**src/rtl/xbar_slave_arbiter_if.sv**
```systemverilog
// ============================================================================
// Module   : xbar_slave_arbiter_if
// Brief    : Two-master / one-slave bus bundle for xbar_slave_arbiter.
// Revision : 1.0 - initial release
// ============================================================================
`default_nettype none

interface xbar_slave_arbiter_if;
    logic        master_1_req;
    logic        master_2_req;
    logic [31:0] master_1_addr;
    logic [31:0] master_2_addr;
    logic        master_1_cmd;
    logic        master_2_cmd;
    logic [31:0] master_1_wdata;
    logic [31:0] master_2_wdata;
    logic        master_1_ack;
    logic        master_2_ack;
    logic [31:0] master_1_rdata;
    logic [31:0] master_2_rdata;

    logic        slave_req;
    logic [31:0] slave_addr;
    logic        slave_cmd;
    logic [31:0] slave_wdata;
    logic        slave_ack;
    logic [31:0] slave_rdata;

    logic        timeout_err;

    // Arbiter view: serves both masters, drives the slave RAM.
    modport slave (
        input  master_1_req, master_2_req, master_1_addr, master_2_addr,
        input  master_1_cmd, master_2_cmd, master_1_wdata, master_2_wdata,
        output master_1_ack, master_2_ack, master_1_rdata, master_2_rdata,
        output slave_req, slave_addr, slave_cmd, slave_wdata,
        input  slave_ack, slave_rdata,
        output timeout_err
    );

    // Environment view: the two masters plus the slave RAM.
    modport master (
        output master_1_req, master_2_req, master_1_addr, master_2_addr,
        output master_1_cmd, master_2_cmd, master_1_wdata, master_2_wdata,
        input  master_1_ack, master_2_ack, master_1_rdata, master_2_rdata,
        input  slave_req, slave_addr, slave_cmd, slave_wdata,
        output slave_ack, slave_rdata,
        input  timeout_err
    );
endinterface

`default_nettype wire

```
**src/rtl/xbar_slave_arbiter.sv**
```systemverilog
// ============================================================================
// Module   : xbar_slave_arbiter
// Brief    : Round-robin arbiter giving two masters access to one slave RAM.
//            Optional GRANT timeout abort enabled by macro ARB_TIMEOUT_EN.
// Revision : 1.0 - initial release
// ============================================================================
`default_nettype none

module xbar_slave_arbiter #(
    parameter int          TIMEOUT_CYCLES = 16,
    parameter logic [31:0] ERR_DATA       = 32'hDEAD_BEEF
) (
    input  logic                 clk,
    input  logic                 rst,
    xbar_slave_arbiter_if.slave  bus
);

    typedef enum logic [1:0] {
        IDLE  = 2'd0,
        GRANT = 2'd1,
        RDATA = 2'd2,
        RESP  = 2'd3
    } state_t;

    state_t      state_q;
    logic        last2_q;     // 1: master_2 was served last
    logic        win2_q;      // 1: master_2 owns the current transfer
    logic        slave_req_q;
    logic        slave_cmd_q;
    logic [31:0] slave_addr_q;
    logic [31:0] slave_wdata_q;
    logic        m1_ack_q;
    logic        m2_ack_q;
    logic [31:0] m1_rdata_q;
    logic [31:0] m2_rdata_q;
    logic        grant2;
    logic        expire;

    if (TIMEOUT_CYCLES < 1) begin : g_bad_timeout
        $error("xbar_slave_arbiter: TIMEOUT_CYCLES must be at least 1");
    end

    // master_2 wins when alone, or when both ask and master_1 went last.
    assign grant2 = bus.master_2_req & (~bus.master_1_req | ~last2_q);

`ifdef ARB_TIMEOUT_EN
    localparam int CNT_W = $clog2(TIMEOUT_CYCLES + 1);

    logic [CNT_W-1:0] cnt_q;
    logic             timeout_q;

    always_ff @(posedge clk) begin
        if (rst || state_q != GRANT) begin
            cnt_q <= '0;
        end else begin
            cnt_q <= cnt_q + 1'b1;
        end
    end

    assign expire          = (state_q == GRANT) && (cnt_q == CNT_W'(TIMEOUT_CYCLES - 1));
    assign bus.timeout_err = timeout_q;
`else
    assign expire          = 1'b0;
    assign bus.timeout_err = 1'b0;
`endif

    always_ff @(posedge clk) begin
        if (rst) begin
            state_q       <= IDLE;
            last2_q       <= 1'b1;
            win2_q        <= 1'b0;
            slave_req_q   <= 1'b0;
            slave_cmd_q   <= 1'b0;
            slave_addr_q  <= '0;
            slave_wdata_q <= '0;
            m1_ack_q      <= 1'b0;
            m2_ack_q      <= 1'b0;
            m1_rdata_q    <= '0;
            m2_rdata_q    <= '0;
`ifdef ARB_TIMEOUT_EN
            timeout_q     <= 1'b0;
`endif
        end else begin
            m1_ack_q <= 1'b0;
            m2_ack_q <= 1'b0;
`ifdef ARB_TIMEOUT_EN
            timeout_q <= 1'b0;
`endif
            case (state_q)
                IDLE: begin
                    if (bus.master_1_req || bus.master_2_req) begin
                        win2_q        <= grant2;
                        last2_q       <= grant2;
                        slave_req_q   <= 1'b1;
                        slave_addr_q  <= grant2 ? bus.master_2_addr  : bus.master_1_addr;
                        slave_cmd_q   <= grant2 ? bus.master_2_cmd   : bus.master_1_cmd;
                        slave_wdata_q <= grant2 ? bus.master_2_wdata : bus.master_1_wdata;
                        state_q       <= GRANT;
                    end
                end
                GRANT: begin
                    if (bus.slave_ack) begin
                        if (slave_cmd_q) begin
                            slave_req_q <= 1'b0;
                            m1_ack_q    <= ~win2_q;
                            m2_ack_q    <= win2_q;
                            if (win2_q) m2_rdata_q <= '0;
                            else        m1_rdata_q <= '0;
                            state_q     <= RESP;
                        end else begin
                            state_q     <= RDATA;
                        end
                    end else if (expire) begin
                        slave_req_q <= 1'b0;
                        m1_ack_q    <= ~win2_q;
                        m2_ack_q    <= win2_q;
                        if (win2_q) m2_rdata_q <= ERR_DATA;
                        else        m1_rdata_q <= ERR_DATA;
`ifdef ARB_TIMEOUT_EN
                        timeout_q   <= 1'b1;
`endif
                        state_q     <= RESP;
                    end
                end
                RDATA: begin
                    // Slave data lags its ack by one cycle; any ack seen here is ignored.
                    slave_req_q <= 1'b0;
                    m1_ack_q    <= ~win2_q;
                    m2_ack_q    <= win2_q;
                    if (win2_q) m2_rdata_q <= bus.slave_rdata;
                    else        m1_rdata_q <= bus.slave_rdata;
                    state_q     <= RESP;
                end
                RESP: begin
                    state_q <= IDLE;
                end
                default: begin
                    state_q <= IDLE;
                end
            endcase
        end
    end

    assign bus.slave_req      = slave_req_q;
    assign bus.slave_addr     = slave_addr_q;
    assign bus.slave_cmd      = slave_cmd_q;
    assign bus.slave_wdata    = slave_wdata_q;
    assign bus.master_1_ack   = m1_ack_q;
    assign bus.master_2_ack   = m2_ack_q;
    assign bus.master_1_rdata = m1_rdata_q;
    assign bus.master_2_rdata = m2_rdata_q;

endmodule

`default_nettype wire

```
**src/flat_wrapper.sv**
```systemverilog
// flat-port wrapper written by rule: the top's interface ports become plain ports
module xbar_slave_arbiter_flat 
#(
    parameter int          TIMEOUT_CYCLES = 16,
    parameter logic [31:0] ERR_DATA       = 32'hDEAD_BEEF
)
  (clk, rst, bus_master_1_req, bus_master_2_req, bus_master_1_addr, bus_master_2_addr, bus_master_1_cmd, bus_master_2_cmd, bus_master_1_wdata, bus_master_2_wdata, bus_master_1_ack, bus_master_2_ack, bus_master_1_rdata, bus_master_2_rdata, bus_slave_req, bus_slave_addr, bus_slave_cmd, bus_slave_wdata, bus_slave_ack, bus_slave_rdata, bus_timeout_err);
  xbar_slave_arbiter_if bus_i ();
  input  logic clk;
  input  logic rst;
  input wire logic [$bits(bus_i.master_1_req)-1:0] bus_master_1_req;
  input wire logic [$bits(bus_i.master_2_req)-1:0] bus_master_2_req;
  input wire logic [$bits(bus_i.master_1_addr)-1:0] bus_master_1_addr;
  input wire logic [$bits(bus_i.master_2_addr)-1:0] bus_master_2_addr;
  input wire logic [$bits(bus_i.master_1_cmd)-1:0] bus_master_1_cmd;
  input wire logic [$bits(bus_i.master_2_cmd)-1:0] bus_master_2_cmd;
  input wire logic [$bits(bus_i.master_1_wdata)-1:0] bus_master_1_wdata;
  input wire logic [$bits(bus_i.master_2_wdata)-1:0] bus_master_2_wdata;
  output wire logic [$bits(bus_i.master_1_ack)-1:0] bus_master_1_ack;
  output wire logic [$bits(bus_i.master_2_ack)-1:0] bus_master_2_ack;
  output wire logic [$bits(bus_i.master_1_rdata)-1:0] bus_master_1_rdata;
  output wire logic [$bits(bus_i.master_2_rdata)-1:0] bus_master_2_rdata;
  output wire logic [$bits(bus_i.slave_req)-1:0] bus_slave_req;
  output wire logic [$bits(bus_i.slave_addr)-1:0] bus_slave_addr;
  output wire logic [$bits(bus_i.slave_cmd)-1:0] bus_slave_cmd;
  output wire logic [$bits(bus_i.slave_wdata)-1:0] bus_slave_wdata;
  input wire logic [$bits(bus_i.slave_ack)-1:0] bus_slave_ack;
  input wire logic [$bits(bus_i.slave_rdata)-1:0] bus_slave_rdata;
  output wire logic [$bits(bus_i.timeout_err)-1:0] bus_timeout_err;
  assign bus_i.master_1_req = bus_master_1_req;
  assign bus_i.master_2_req = bus_master_2_req;
  assign bus_i.master_1_addr = bus_master_1_addr;
  assign bus_i.master_2_addr = bus_master_2_addr;
  assign bus_i.master_1_cmd = bus_master_1_cmd;
  assign bus_i.master_2_cmd = bus_master_2_cmd;
  assign bus_i.master_1_wdata = bus_master_1_wdata;
  assign bus_i.master_2_wdata = bus_master_2_wdata;
  assign bus_master_1_ack = bus_i.master_1_ack;
  assign bus_master_2_ack = bus_i.master_2_ack;
  assign bus_master_1_rdata = bus_i.master_1_rdata;
  assign bus_master_2_rdata = bus_i.master_2_rdata;
  assign bus_slave_req = bus_i.slave_req;
  assign bus_slave_addr = bus_i.slave_addr;
  assign bus_slave_cmd = bus_i.slave_cmd;
  assign bus_slave_wdata = bus_i.slave_wdata;
  assign bus_i.slave_ack = bus_slave_ack;
  assign bus_i.slave_rdata = bus_slave_rdata;
  assign bus_timeout_err = bus_i.timeout_err;
  xbar_slave_arbiter #(.TIMEOUT_CYCLES(TIMEOUT_CYCLES), .ERR_DATA(ERR_DATA)) u_core (.clk(clk), .rst(rst), .bus(bus_i));
endmodule
```
**config.mk**
```make
export PLATFORM = sky130hd
export DESIGN_NAME = xbar_slave_arbiter_flat
export DESIGN_NICKNAME = d
export VERILOG_FILES = /design/src/rtl/xbar_slave_arbiter_if.sv /design/src/rtl/xbar_slave_arbiter.sv /design/src/flat_wrapper.sv
export SDC_FILE = /design/constraint.sdc
export NUM_CORES = 1
export LEC_CHECK = 0
export ABC_CLOCK_PERIOD_IN_PS = 3800
export CAP_MARGIN = 20
export CORE_MARGIN = 2
export CORE_UTILIZATION = 43
export DETAILED_ROUTE_END_ITERATION = 12
export PLACE_DENSITY = 0.87
export SLEW_MARGIN = 0
export SYNTH_ARGS = -nofsm -noshare
export SYNTH_HDL_FRONTEND = slang
export SYNTH_SLANG_ARGS = --single-unit
```
**constraint.sdc**
```tcl
create_clock -name clk -period 3.8 [get_ports clk]
set_input_delay 0.95 -clock clk [delete_from_list [all_inputs] [get_ports clk]]
set_output_delay 0.95 -clock clk [all_outputs]
set_load 0.02 [all_outputs]
```
==> results list <==
- Ranked by total cell area, the synthesized netlist is headed by sky130_fd_sc_hd__dfxtp_1 (48%), sky130_fd_sc_hd__mux2i_1 (17%), sky130_fd_sc_hd__a211oi_1 (8.6%).
- Post-layout min period: 2537 ps
- Vias/cell: 5.247
- Yosys top cell by area: sky130_fd_sc_hd__dfxtp_1
* Setup tns final: 0 ps
- The final layout contains 997 nets.
* Total of endpoints with negative setup slack in the final report: 0
- Overall via count from detail_route: 5326
- The tightest min-delay check is of the reg -> reg type.
* Setup fix buffers added after clock tree synthesis: 0
* Overall power after layout: 6.175 mW
- Power per unit of standard cell area: 659.7 nW/µm²
- Floorplan row count: 42
* Total routing resource utilization after global routing: 23.98%
- Number of antenna-violating nets in the routed design: 0
* Clock buffers created by TritonCTS: 17
* Horizontal die dimension: 119.2 µm
* Period Utilization, post-route: 66.76%
- Yosys mapped the design onto 33 distinct sky130hd cell types.
- Gr ovfl total: 0
- Static Leakage: 3.454 nW
- For this run, the top clock speed supported by timing is 394.2 MHz.
- Counting every sink on the clock net gives 136.
* Synth-to-layout area growth: 64.07%
- Yosys warnings: 0
- Reg2Reg Setup Slack: 1620 ps
* Number of inserted filler cells in the final layout: 892
- Remaining design rule violation count: 0
- The initial utilization of the core area, before any placement, comes to 43.59%.
- RSZ-0062 raised after global routing: no
* Port-buffer cells: 298
- Iter 0 DRT Violations: 291
* Proportion of synthesized chip area in sequential cells: 47.73%
* First-pass GRT wire length: 26990 µm
- Worst Tran Pin Value: 641.7 ps
- Ordered list of cells on the worst path: clkdlybuf4s50_1
- Before antenna repair, the detailed router went through 4 iterations.
- Kind of end point of the critical path: primary output
* Diode insertion count for antenna repair: 0
- Die outline area: 14200 µm²
- Run status: finished, final reports clean
- Library cell contributing the largest single delay on the critical path: sky130_fd_sc_hd__clkdlybuf4s50_1
- Worst clock skew: 7.706 ps
- Post-Synthesis Cell Area: 5704 µm²
- The initial antenna violation count was 0.
- CP Launch Type: register
- Number of gates resized after cts: 0
* Headroom to the max-slew limit: 57.22%
- Number of violations of the max-capacitance limit: 0
- Family of cells with the greatest summed delay on the critical path: buffers and inverters
- The congestion estimate from routability-driven global placement came to 0.8556.
- In this run the worst path has a maximum fanout of 7.
- Together, buffers and inverters on the worst path number 1.
- The final number of max-transition violations was 0.
* Gate count of the mapped netlist: 550
- Num ports: 300
- The synthesized design contains 136 register bits.
* Arrival @ worst endpoint: 1590 ps
- Pin count of the biggest net entering global routing: 72
- STA puts the critical path data required time at 2850 ps.
- IR analysis of the VDD net gives a maximum drop of 0.3557 mV.
- Wires add up to 17180 µm.
- Once detailed placement completed, the half-perimeter wirelength came to 12800 µm.
* Hold-fix buffer count after cts: 0
* Core Footprint: 13090 µm²
* Vias in the first global route: 5305
* CP Class: reg -> out
- Fraction of final layout cells sized beyond drive strength 1: 6.079%
- Clock latency on the worst-skew pair, taken at its later pin, is 410 ps.
- Clock input transition at the sequential cells of the worst setup and hold paths: 60 ps
* Vertical extent of the die: 119.2 µm
- Summed over its instances, the top area cell type makes up 47.73% of the synthesized netlist area.
* Post-detailed-route wirelength per cell: 16.93 µm
- Worst-case clock buffer depth: 2
- A synthesized cell averages 10.37 µm².
* Root buffer selected by CTS: sky130_fd_sc_hd__clkbuf_16
- Total number of H-tree levels: 4
- Number of nets in the synthesized netlist: 721
- On the worst path, the slowest cell contributes a delay of 690 ps.
- The hold violation count in the final report was 0.
* TritonCTS clock tree: built
==> where the power goes <==
| group | leakage, nW | internal [mW] | total [mW] | switching (mW) |
|---|---|---|---|---|
| logic | 2.05 | 1.17 | 2.55 | 1.37 |
| clock network | 0.292 | 1.06 | 1.68 | 0.615 |
| registers | 1.11 | 1.75 | 1.95 | 0.196 |
==> metal layers <==
metal  routed length [µm]  share of wire (%)  global-route usage (%)
met2                 9003                 52                   43.71
met5                    0                  0                       0
met3                 1181                6.9                   6.849
met4                  354                2.1                   8.557
met1                 6643                 39                   26.41
==> cell type report <==
class / instances / area [µm²] / area share, %
well taps: 176 / 220.2 / 2.353
flip-flops and latches: 136 / 2723 / 29.09
inverters: 3 / 11.26 / 0.1203
repair buffers: 310 / 3090 / 33.02
multi-input cells: 358 / 2708 / 28.93
clock inverters: 12 / 150.1 / 1.604
clock buffers: 20 / 456.7 / 4.880
==> worst reg2reg max path, stage by stage (launching register included) <==
cell                       delay, ps
sky130_fd_sc_hd__dfxtp_1         380
sky130_fd_sc_hd__inv_1           100
sky130_fd_sc_hd__ha_1            210
sky130_fd_sc_hd__buf_4           250
sky130_fd_sc_hd__o21ai_0         210
sky130_fd_sc_hd__o2111a_2        220
sky130_fd_sc_hd__buf_4           460
sky130_fd_sc_hd__mux2i_1         280
==> cell usage in the layout (no fill, tap or decap), types with 4 or more instances in the layout <==
cell type,instances
sky130_fd_sc_hd__mux2i_1,97
sky130_fd_sc_hd__nand3b_1,32
sky130_fd_sc_hd__nor2_1,67
sky130_fd_sc_hd__a22o_1,32
sky130_fd_sc_hd__a211oi_1,65
sky130_fd_sc_hd__buf_4,11
sky130_fd_sc_hd__dfxtp_1,136
sky130_fd_sc_hd__clkbuf_16,17
sky130_fd_sc_hd__clkinv_2,4
sky130_fd_sc_hd__nand2b_1,34
sky130_fd_sc_hd__ha_1,4
sky130_fd_sc_hd__clkdlybuf4s50_1,297
==> synth_stat cells <==
cell type / number
sky130_fd_sc_hd__dfxtp_1: 136
sky130_fd_sc_hd__mux2i_1: 97
sky130_fd_sc_hd__nor2_1: 67
sky130_fd_sc_hd__a211oi_1: 65
sky130_fd_sc_hd__nand2b_1: 34
sky130_fd_sc_hd__a22o_1: 32
sky130_fd_sc_hd__nand3b_1: 32
sky130_fd_sc_hd__clkbuf_1: 22
sky130_fd_sc_hd__buf_2: 13
sky130_fd_sc_hd__buf_4: 8
sky130_fd_sc_hd__buf_1: 5
sky130_fd_sc_hd__buf_6: 5
sky130_fd_sc_hd__a21oi_1: 4
sky130_fd_sc_hd__ha_1: 4
sky130_fd_sc_hd__a31oi_1: 3
sky130_fd_sc_hd__inv_1: 3
sky130_fd_sc_hd__o21ai_0: 3
sky130_fd_sc_hd__o21a_1: 2
sky130_fd_sc_hd__a21bo_2: 1
sky130_fd_sc_hd__a21boi_2: 1
sky130_fd_sc_hd__a21o_1: 1
sky130_fd_sc_hd__a221oi_1: 1
sky130_fd_sc_hd__a22oi_1: 1
sky130_fd_sc_hd__a311oi_1: 1
sky130_fd_sc_hd__and4b_1: 1
sky130_fd_sc_hd__conb_1: 1
sky130_fd_sc_hd__nand3_1: 1
sky130_fd_sc_hd__nor4b_1: 1
sky130_fd_sc_hd__nor4bb_1: 1
sky130_fd_sc_hd__o2111a_1: 1
sky130_fd_sc_hd__o211ai_1: 1
sky130_fd_sc_hd__or2_2: 1
sky130_fd_sc_hd__or3b_2: 1
==> sequential cells by signal (all words and copies together), names as in the netlist <==
name and cells:
u_core.bus.slave_wdata 32, u_core.bus.slave_addr 32, u_core.state_q 2, u_core.win2_q 1
u_core.bus.master_2_rdata 32, u_core.bus.master_2_ack 1, u_core.bus.master_1_ack 1, u_core.last2_q 1
u_core.bus.slave_cmd 1, u_core.bus.slave_req 1, u_core.bus.master_1_rdata 32
==> through the flow <==
| step | area [µm²] | hold WS [ps] | std cells | utilization (%) | worst slack (ps) |
|---|---|---|---|---|---|
| final | 9359 | 474.5 | 1015 | 71.52 | 1263 |
| after global routing | 9359 | 492.3 | 1015 | 71.52 | 1188 |
| after CTS | 9344 | 477.6 | 1014 | 71.41 | 1162 |
| after detailed placement | 8737 | 466.3 | 982 | 66.77 | 749.3 |
| after global placement | 8737 | 456.6 | 982 | 66.77 | 893.1 |
| after floorplan | 5704 | 467.7 | 550 | - | 1888 |
==> final timing paths <==
| path | start | cells past startpoint | endpoint |
|---|---|---|---|
| worst min register to register | u_core.bus.master_1_rdata[3] | 2 | u_core.bus.master_1_rdata[3] |
| worst max-delay path | u_core.bus.slave_cmd | 1 | bus_slave_cmd |
| worst max register to register | u_core.state_q[0] | 7 | u_core.bus.master_1_rdata[17] |
| worst min-delay path | u_core.bus.master_1_rdata[3] | 2 | u_core.bus.master_1_rdata[3] |
==> logic make-up (layout without fill, tap and decap cells) <==
group	count (synthesis)	count (layout)	share of synthesized area, %
AND/OR/NAND/NOR	139	139	13.20
other	1	1	0.06574
AO/OA/AOI/OAI	117	117	15.95
multiplexers	97	97	17.02
buffers and inverters	56	345	5.155
flip-flops	136	136	47.73
adder cells (fa/ha/maj)	4	4	0.8774
No activity file was read; power rests on OpenSTA's default activity.
